[config.mk]
export PLATFORM = sky130hd
export DESIGN_NAME = pipe_flow_ctrl_flat
export DESIGN_NICKNAME = d
export VERILOG_FILES = /design/src/rtl/pipe_flow_ctrl_if.sv /design/src/rtl/pipe_flow_ctrl.sv /design/src/flat_wrapper.sv
export SDC_FILE = /design/constraint.sdc
export NUM_CORES = 1
export LEC_CHECK = 0
export BUFFER_PORTS_ARGS = -buffer_cell sky130_fd_sc_hd__clkbuf_2
export CAP_MARGIN = 20
export CELL_PAD_IN_SITES_DETAIL_PLACEMENT = 0
export CELL_PAD_IN_SITES_GLOBAL_PLACEMENT = 1
export CORE_MARGIN = 2
export CORE_UTILIZATION = 43
export DETAILED_ROUTE_END_ITERATION = 10
export PLACE_DENSITY = 0.82
export REMOVE_ABC_BUFFERS = 1
export SLEW_MARGIN = 5
export SYNTH_ARGS = -nofsm -noshare
export SYNTH_HDL_FRONTEND = slang
export SYNTH_SLANG_ARGS = --single-unit
[constraint.sdc]
create_clock -name clk -period 4.1 [get_ports clk]
set_input_delay 0.41 -clock clk [delete_from_list [all_inputs] [get_ports clk]]
set_output_delay 0.41 -clock clk [all_outputs]
set_load 0.02 [all_outputs]
[src/rtl/pipe_flow_ctrl_if.sv]
// Handshake bundle between the datapath and the stall/flush controller.
// Master = datapath/fetch side, slave = controller.
interface pipe_flow_ctrl_if #(
    parameter int NREG    = 4,
    parameter int MAX_OUT = 2
);
    localparam int CNT_W = $clog2(MAX_OUT + 1);

    logic [NREG-1:0]  stall_req;
    logic             flush_req;
    logic             flush_ack;
    logic             inst_req;
    logic             inst_addr_ok;
    logic             inst_data_ok;
    logic             inst_req_en;
    logic             inst_drop;
    logic [NREG-1:0]  stall;
    logic [NREG-1:0]  refresh;
    logic [CNT_W-1:0] outstanding;
    logic [31:0]      stall_cycles;

    modport master (
        output stall_req, flush_req, inst_req, inst_addr_ok, inst_data_ok,
        input  flush_ack, inst_req_en, inst_drop, stall, refresh, outstanding, stall_cycles
    );

    modport slave (
        input  stall_req, flush_req, inst_req, inst_addr_ok, inst_data_ok,
        output flush_ack, inst_req_en, inst_drop, stall, refresh, outstanding, stall_cycles
    );
endinterface

[src/rtl/pipe_flow_ctrl.sv]
// Pipeline stall/flush controller: per-register hold/bubble generation, fetch
// tracking with stale-return discard, flush handshake and stall-cycle counter.
module pfc_reg_ctl #(
    parameter int IDX     = 0,
    parameter int EXC_IDX = 1
) (
    input  logic i_chain,
    input  logic i_chain_prev,
    input  logic i_flush_ack,
    input  logic i_fetch_valid,
    output logic o_stall,
    output logic o_refresh
);
    localparam bit YOUNG     = (IDX <= EXC_IDX);
    localparam bit FLUSH_BUB = (IDX <= EXC_IDX + 1);

    logic w_bubble;

    // Flush wins over stall for registers at or younger than the excepting stage.
    assign o_stall   = i_chain & ~(i_flush_ack & YOUNG);
    assign w_bubble  = (IDX == 0) ? (~o_stall & ~i_fetch_valid) : (i_chain_prev & ~i_chain);
    assign o_refresh = (IDX == 0) ? (i_flush_ack | w_bubble)
                                  : ((i_flush_ack & FLUSH_BUB & ~o_stall) | w_bubble);
endmodule

module pipe_flow_ctrl #(
    parameter int NREG    = 4,
    parameter int EXC_IDX = 1,
    parameter int MAX_OUT = 2
) (
    input  logic           clk,
    input  logic           resetn,
    pipe_flow_ctrl_if.slave bus
);
    localparam int CNT_W = $clog2(MAX_OUT + 1);

    logic [NREG:0]    w_chain;
    logic [NREG-1:0]  w_chain_prev;
    logic [NREG-1:0]  w_stall;
    logic [NREG-1:0]  w_refresh;
    logic             w_flush_ack;
    logic             w_acc;
    logic             w_drop;
    logic             w_fetch_valid;
    logic [CNT_W:0]   w_total;
    logic [CNT_W-1:0] w_sum;
    logic [CNT_W-1:0] w_live_nxt;
    logic [CNT_W-1:0] w_disc_nxt;
    logic [CNT_W-1:0] r_live;
    logic [CNT_W-1:0] r_disc;
    logic [31:0]      r_stall_cycles;

    // chain[i] is set when any stage at or older than i is stalled.
    assign w_chain[NREG] = 1'b0;
    genvar gi;
    generate
        for (gi = 0; gi < NREG; gi++) begin : g_chain
            assign w_chain[gi] = bus.stall_req[gi] | w_chain[gi+1];
        end
    endgenerate
    assign w_chain_prev = {w_chain[NREG-2:0], 1'b0};

    assign w_flush_ack   = bus.flush_req & ~w_chain[EXC_IDX+1];
    assign w_acc         = bus.inst_req & bus.inst_addr_ok;
    assign w_drop        = bus.inst_data_ok & ((r_disc != '0) | w_flush_ack);
    assign w_fetch_valid = bus.inst_data_ok & ~w_drop;
    assign w_total       = {1'b0, r_live} + {1'b0, r_disc};

    generate
        for (gi = 0; gi < NREG; gi++) begin : g_reg
            pfc_reg_ctl #(.IDX(gi), .EXC_IDX(EXC_IDX)) u_reg (
                .i_chain      (w_chain[gi]),
                .i_chain_prev (w_chain_prev[gi]),
                .i_flush_ack  (w_flush_ack),
                .i_fetch_valid(w_fetch_valid),
                .o_stall      (w_stall[gi]),
                .o_refresh    (w_refresh[gi])
            );
        end
    endgenerate

    // A return with nothing tracked is a protocol error; counters must not wrap.
    always_comb begin
        w_live_nxt = r_live;
        w_disc_nxt = r_disc;
        w_sum      = r_disc + r_live + CNT_W'(w_acc);
        if (w_flush_ack) begin
            w_live_nxt = '0;
            w_disc_nxt = (bus.inst_data_ok && w_sum != '0) ? w_sum - CNT_W'(1) : w_sum;
        end else begin
            if (r_disc != '0 && bus.inst_data_ok)
                w_disc_nxt = r_disc - CNT_W'(1);
            if (w_acc && !(w_fetch_valid && r_live != '0))
                w_live_nxt = r_live + CNT_W'(1);
            else if (!w_acc && w_fetch_valid && r_live != '0)
                w_live_nxt = r_live - CNT_W'(1);
        end
    end

    always_ff @(posedge clk or negedge resetn) begin
        if (!resetn) begin
            r_live         <= '0;
            r_disc         <= '0;
            r_stall_cycles <= '0;
        end else begin
            r_live <= w_live_nxt;
            r_disc <= w_disc_nxt;
            if (w_stall[0] && r_stall_cycles != 32'hFFFF_FFFF)
                r_stall_cycles <= r_stall_cycles + 32'd1;
        end
    end

    assign bus.flush_ack    = w_flush_ack;
    assign bus.inst_drop    = w_drop;
    assign bus.inst_req_en  = (w_total < (CNT_W+1)'(MAX_OUT)) && (r_disc == '0);
    assign bus.stall        = w_stall;
    assign bus.refresh      = w_refresh;
    assign bus.outstanding  = r_live;
    assign bus.stall_cycles = r_stall_cycles;
endmodule
[src/flat_wrapper.sv]
// flat-port wrapper written by rule: the top's interface ports become plain ports
module pipe_flow_ctrl_flat 
#(
    parameter int NREG    = 4,
    parameter int EXC_IDX = 1,
    parameter int MAX_OUT = 2
)
  (clk, resetn, bus_stall_req, bus_flush_req, bus_inst_req, bus_inst_addr_ok, bus_inst_data_ok, bus_flush_ack, bus_inst_req_en, bus_inst_drop, bus_stall, bus_refresh, bus_outstanding, bus_stall_cycles);
  pipe_flow_ctrl_if #(.NREG(NREG), .MAX_OUT(MAX_OUT)) bus_i ();
  input  logic clk;
  input  logic resetn;
  input wire logic [$bits(bus_i.stall_req)-1:0] bus_stall_req;
  input wire logic [$bits(bus_i.flush_req)-1:0] bus_flush_req;
  input wire logic [$bits(bus_i.inst_req)-1:0] bus_inst_req;
  input wire logic [$bits(bus_i.inst_addr_ok)-1:0] bus_inst_addr_ok;
  input wire logic [$bits(bus_i.inst_data_ok)-1:0] bus_inst_data_ok;
  output wire logic [$bits(bus_i.flush_ack)-1:0] bus_flush_ack;
  output wire logic [$bits(bus_i.inst_req_en)-1:0] bus_inst_req_en;
  output wire logic [$bits(bus_i.inst_drop)-1:0] bus_inst_drop;
  output wire logic [$bits(bus_i.stall)-1:0] bus_stall;
  output wire logic [$bits(bus_i.refresh)-1:0] bus_refresh;
  output wire logic [$bits(bus_i.outstanding)-1:0] bus_outstanding;
  output wire logic [$bits(bus_i.stall_cycles)-1:0] bus_stall_cycles;
  assign bus_i.stall_req = bus_stall_req;
  assign bus_i.flush_req = bus_flush_req;
  assign bus_i.inst_req = bus_inst_req;
  assign bus_i.inst_addr_ok = bus_inst_addr_ok;
  assign bus_i.inst_data_ok = bus_inst_data_ok;
  assign bus_flush_ack = bus_i.flush_ack;
  assign bus_inst_req_en = bus_i.inst_req_en;
  assign bus_inst_drop = bus_i.inst_drop;
  assign bus_stall = bus_i.stall;
  assign bus_refresh = bus_i.refresh;
  assign bus_outstanding = bus_i.outstanding;
  assign bus_stall_cycles = bus_i.stall_cycles;
  pipe_flow_ctrl #(.NREG(NREG), .EXC_IDX(EXC_IDX), .MAX_OUT(MAX_OUT)) u_core (.clk(clk), .resetn(resetn), .bus(bus_i));
endmodule
======== Word-level counts from Yosys, hierarchy flattened ========
Index checks and enable logic that the tools add are counted.
W data, S select, Z words.
cells by class
  add/sub/neg operators ................... 8
  magnitude comparators ................... 1
  equal/unequal tests ..................... 1
  multiplexer cells ....................... 6
  bitwise operators ....................... 27
  reduce and logical (&&, ||, !) cells .... 16
operator list
  operator                 count
  $add A32 B1 Y32 const B  1
  $ne A32 B32 Y1 const B   1
  $and A1 B1 Y1            12
  $mux W2                  6
  $logic_and A1 B1 Y1      8
  $not A1 Y1               8
  $reduce_bool A2 Y1       4
  $or A1 B1 Y1             7
  $sub A2 B1 Y2 const B    3
  $add A2 B2 Y3            1
  $lt A3 B2 Y1 const B     1
  $reduce_bool A3 Y1       1
  $add A2 B1 Y2            1
  $add A2 B1 Y2 const B    1
  $add A2 B2 Y2            1
  $logic_not A1 Y1         2
  $logic_not A2 Y1         1
word-level totals
  bits in registers ....................... 36
  output and inout port bits .............. 45
  word-level logic and storage cells ...... 62

======== Depth between registers and ports, before layout ========
  depth in word-level cells ............... 12
  mapped depth ............................ 9
  gate-level depth less buffers ........... 9

======== Hierarchy ========
From an unflattened synthesis, not the netlist that was laid out.
second synthesis, totals
  cell total of the unflattened synthesis .. 214
  area total of the unflattened synthesis .. 2,144.6 um^2
modules (own cells, without submodules)
  module                               instances  cells each  area an instance (um^2)  sequential area each (um^2)
  pipe_flow_ctrl                       1          205         2,077.0                  900.9
  pfc_reg_ctl (u_core.g_reg[3].u_reg)  1          2           21.3                     0.0
  pfc_reg_ctl (u_core.g_reg[2].u_reg)  1          2           17.5                     0.0
  pfc_reg_ctl (u_core.g_reg[1].u_reg)  1          3           15.0                     0.0
  pfc_reg_ctl (u_core.g_reg[0].u_reg)  1          2           13.8                     0.0

======== Worst setup path before layout ========
Ideal clock, no wire load.
  path type ............................... register to register
  start point ............................. reg u_core.r_stall_cycles[0] (netlist: u_core.bus.stall_cycles[0])
  end point ............................... reg u_core.r_stall_cycles[1] (netlist: u_core.bus.stall_cycles[1])
  library setup time ...................... 0.125 ns
  data arrival time ....................... 1.832 ns
  data required time ...................... 3.975 ns
  path slack .............................. 2.143 ns
  stages on the path, launching flop included .. 7
  buffers on the path ..................... 0
  cell sequence ........................... dfrtp_1 ha_1 nand4_1 nor4_2 nand4_4 nand2_4 mux2_4
on the way
  cells in the longest elaborated chain, start to end .. 2
  elaborated cells on any way between the ends .. 3
ends and longest elaborated chain
  element                                                                  line                   text
  start: declaration                                                       pipe_flow_ctrl.sv:51   logic [31:0] r_stall_cycles;
  start signal: assignment                                                 pipe_flow_ctrl.sv:109  r_stall_cycles <= r_stall_cycles + 32'd1;
  parallel branches: the longest is 2 deep, another holds $add A32 B1 Y32  -
Parallel ways; which one is timed is not known.
A chain may end at the register's enable or synchronous reset.

======== Worst setup path in the final report ========
  start point ............................. reg u_core.r_live[0] (netlist: u_core.bus.outstanding[0])
  end point ............................... out bus_inst_req_en
on the way
  cells in the longest elaborated chain, start to end .. 3
ends and longest elaborated chain
  element                   line                   text
  start: declaration        pipe_flow_ctrl.sv:49   logic [CNT_W-1:0] r_live;
  start signal: assignment  pipe_flow_ctrl.sv:106  r_live <= w_live_nxt;
  $add A2 B2 Y3             pipe_flow_ctrl.sv:67   assign w_total = {1'b0, r_live} + {1'b0, r_disc};
  $lt A3 B2 Y1              pipe_flow_ctrl.sv:115  assign bus.inst_req_en = (w_total < (CNT_W+1)'(MAX_OUT)) && (r_disc == '0);
  $logic_and A1 B1 Y1       pipe_flow_ctrl.sv:115
  end: declaration          flat_wrapper.sv:18     output wire logic [$bits(bus_i.inst_req_en)-1:0] bus_inst_req_en;
No other way between the ends.

==> flow_metrics.py <==
metrics = {
    "setup_path": {
        "crit_fanout": 7,
        "start_kind": "register",
        "crit_path_end_kind": "output pin",
        "path_class": "reg -> out",
        "r2r_slack_ns": 1.98,
        "cp.required_ns": 3.69,
        "arrival_ns": 1.77,
        "timing.rr.start": "u_core.bus.stall_cycles[0]",
        "cp-startpoint": "u_core.bus.outstanding[0]",
    },
    "sta": {
        "fin_ws_ns": 1.92,
        "final.setup.tns_ns": 0,
        "rsz0062_at_grt": "false",
        "finalCriticalPeriod_ns": 2.18,
        "fmax_ghz": 0.458,
        "final_max_slew_viol_count": 0,
        "hold_viol": 0,
        "setup_violations": 0,
        "tightest_slew_ns": 0.908,
        "hold-worst-slack_ns": 0.246,
        "min_period_over_period": 0.533,
        "relSlewSlack": 0.395,
        "clock_skew_ns": 0.00177,
    },
    "clocking": {
        "clockBufferDepth": 2,
        "postCtsSetupBuffers": 0,
        "clk_latency_ns": 0.28,
        "cts_tree": "done",
        "cts-resized-gates": 0,
        "ctsHoldBuffers": 0,
        "htree_num_levels": 2,
        "numCtsBuffers": 5,
        "cts_sinks": 36,
        "clk_pin_slew_ns": 0.07,
        "cts_root_buf": "clkbuf_8",
    },
    "logic_synthesis": {
        "ys_seq_area_frac": 0.415,
        "yosys_warnings": 0,
        "async_flop_share": 1.00,
        "yosysTopAreaCellShare": 0.415,
        "ys_types": 42,
        "netlist_area_um2": 2170,
        "synth.area.top_cells": "dfrtp_1 (42%), xnor2_1 (11%), nand3_1 (4.4%), nand4_1 (4.3%), ha_1 (2.9%)",
        "synth_edf_count": 0,
        "synth_ff_type": "dfrtp_1",
        "synth_seq_cells": 36,
        "post-synth-top-area-cell": "dfrtp_1",
        "syn_area_per_cell_um2": 9.86,
        "synth_cells": 220,
    },
    "power": {
        "ir_drop_mv": 0.301,
        "swShare": 0.378,
        "switchingPower_mw": 0.451,
        "combPwrFrac": 0.369,
        "clkPwrFrac": 0.217,
        "seq_power_share": 0.414,
        "intPower_mw": 0.742,
        "leakagePower_nw": 1.15,
        "power.density_nw_per_um2": 470,
    },
    "grt": {
        "grt.overflow.total": 0,
        "top_usage_layer": "met2",
        "grtUsageMet1": 0.234,
        "grt_use_met3": 0.0469,
        "grt_pass1_vias": 1546,
        "grt_pass1_wl_um": 7400,
        "antenna_found_initial": 0,
        "grt_usage": 0.174,
        "grt_use_met2": 0.276,
        "grt_start_max_net_pins": 37,
    },
    "die": {
        "dieArea_um2": 5630,
        "num_rows": 25,
        "die_w_um": 75.0,
        "core_area_um2": 4790,
        "io_pins": 55,
        "die_h_um": 75.0,
        "start_util": 0.453,
    },
    "route": {
        "ant_nets": 0,
        "drc": 0,
        "vias": 1722,
        "dr.first_iter.drc_count": 87,
        "drt-total-wl_um": 4610,
        "wire_per_inst_um": 13.6,
        "firstDrtPassIters": 4,
        "vias_per_cell": 5.09,
    },
    "run": {
        "maxCapViolCount": 0,
    },
    "place": {
        "buffer_ports.inserted": 54,
        "placed_area_um2": 2450,
        "place_ws_ns": 1.93,
        "hpwl_um": 3400,
        "place.gp.congestion": 0.771,
    },
    "final_layout": {
        "syn_to_final_growth_pct": 17.1,
        "final_nets": 287,
        "num_antenna_cells": 0,
        "final_common_cell": "clkbuf_2",
        "final_cell_mix": "clkbuf_2 (54), dfrtp_1 (36), xnor2_1 (27)",
        "drive_gt1_frac": 0.269,
        "finalInstanceArea_um2": 2540,
    },
    "status": {
        "status": "finished, final reports clean",
    },
    "hold_path": {
        "worstHoldPathType": "in -> async",
    },
}
through the flow:
step                total power [mW]  instances  utilization
floorplan                      0.812        209            -
global placement               0.938        330        0.512
detailed placement             0.945        330        0.512
CTS                             1.21        338        0.530
global route                    1.28        338        0.530
finish                          1.19        338        0.530
layer usage:
layer	wire, um	vias to the layer above
met5	0	-
met4	32	0
met3	243	2
met2	2220	49
met1	2120	808
li1	-	863
synthesized netlist by cell type (3+ instances only):
library cell	n
a21oi_1	5
and2_1	4
and3_1	7
and4_1	3
buf_4	8
dfrtp_1	36
ha_1	5
inv_1	12
nand2_1	16
nand3_1	19
nand4_1	15
nor2_1	15
nor3_1	6
o21ai_0	5
xnor2_1	27
xor2_1	4
sequential cells by signal (all words and copies together), names as in the netlist:
signal / count
u_core.bus.outstanding: 2
u_core.bus.stall_cycles: 32
u_core.r_disc: 2
layout make-up:
type	count	area, um^2
tap	67	83.8
clock buffer	8	90.1
multi-input combinational	160	1140
sequential	36	901
timing repair buffer	54	270
inverter	13	48.8
fill	434	2250
final timing paths:
kind                       cells after the start                           to
min reg2reg                                    1  u_core.bus.stall_cycles[31]
max                                            5              bus_inst_req_en
max in group asynchronous                      1   u_core.bus.stall_cycles[9]
max reg2reg                                    6   u_core.bus.stall_cycles[1]
min in group clk                               2             u_core.r_disc[0]
min                                            1  u_core.bus.stall_cycles[27]
critical path, cell delays in order, from the launching register on:
cell,delay [ns]
dfrtp_1,0.47
ha_1,0.19
inv_1,0.05
fa_1,0.47
and3_1,0.15
clkbuf_2,0.16
logic make-up after synthesis:
family                   count (synthesis)  share of synthesized area
AO/OA/AOI/OAI                           19                     0.0652
flip-flops                              36                      0.415
multiplexers                             4                     0.0213
adder cells (fa/ha/maj)                  7                     0.0473
buffers and inverters                   24                     0.0565
AND/OR/NAND/NOR                         99                      0.269
XOR/XNOR                                31                      0.125
power groups by stage:
stage | Clock (mW) | Combinational, mW | Sequential [mW]
floorplan | 0 | 0.270 | 0.542
CTS | 0.269 | 0.448 | 0.493
detailed placement | 0 | 0.446 | 0.499
finish | 0.259 | 0.441 | 0.493
global placement | 0 | 0.437 | 0.501
global route | 0.288 | 0.491 | 0.505
Note: power is estimated with default switching activity, not from simulation.
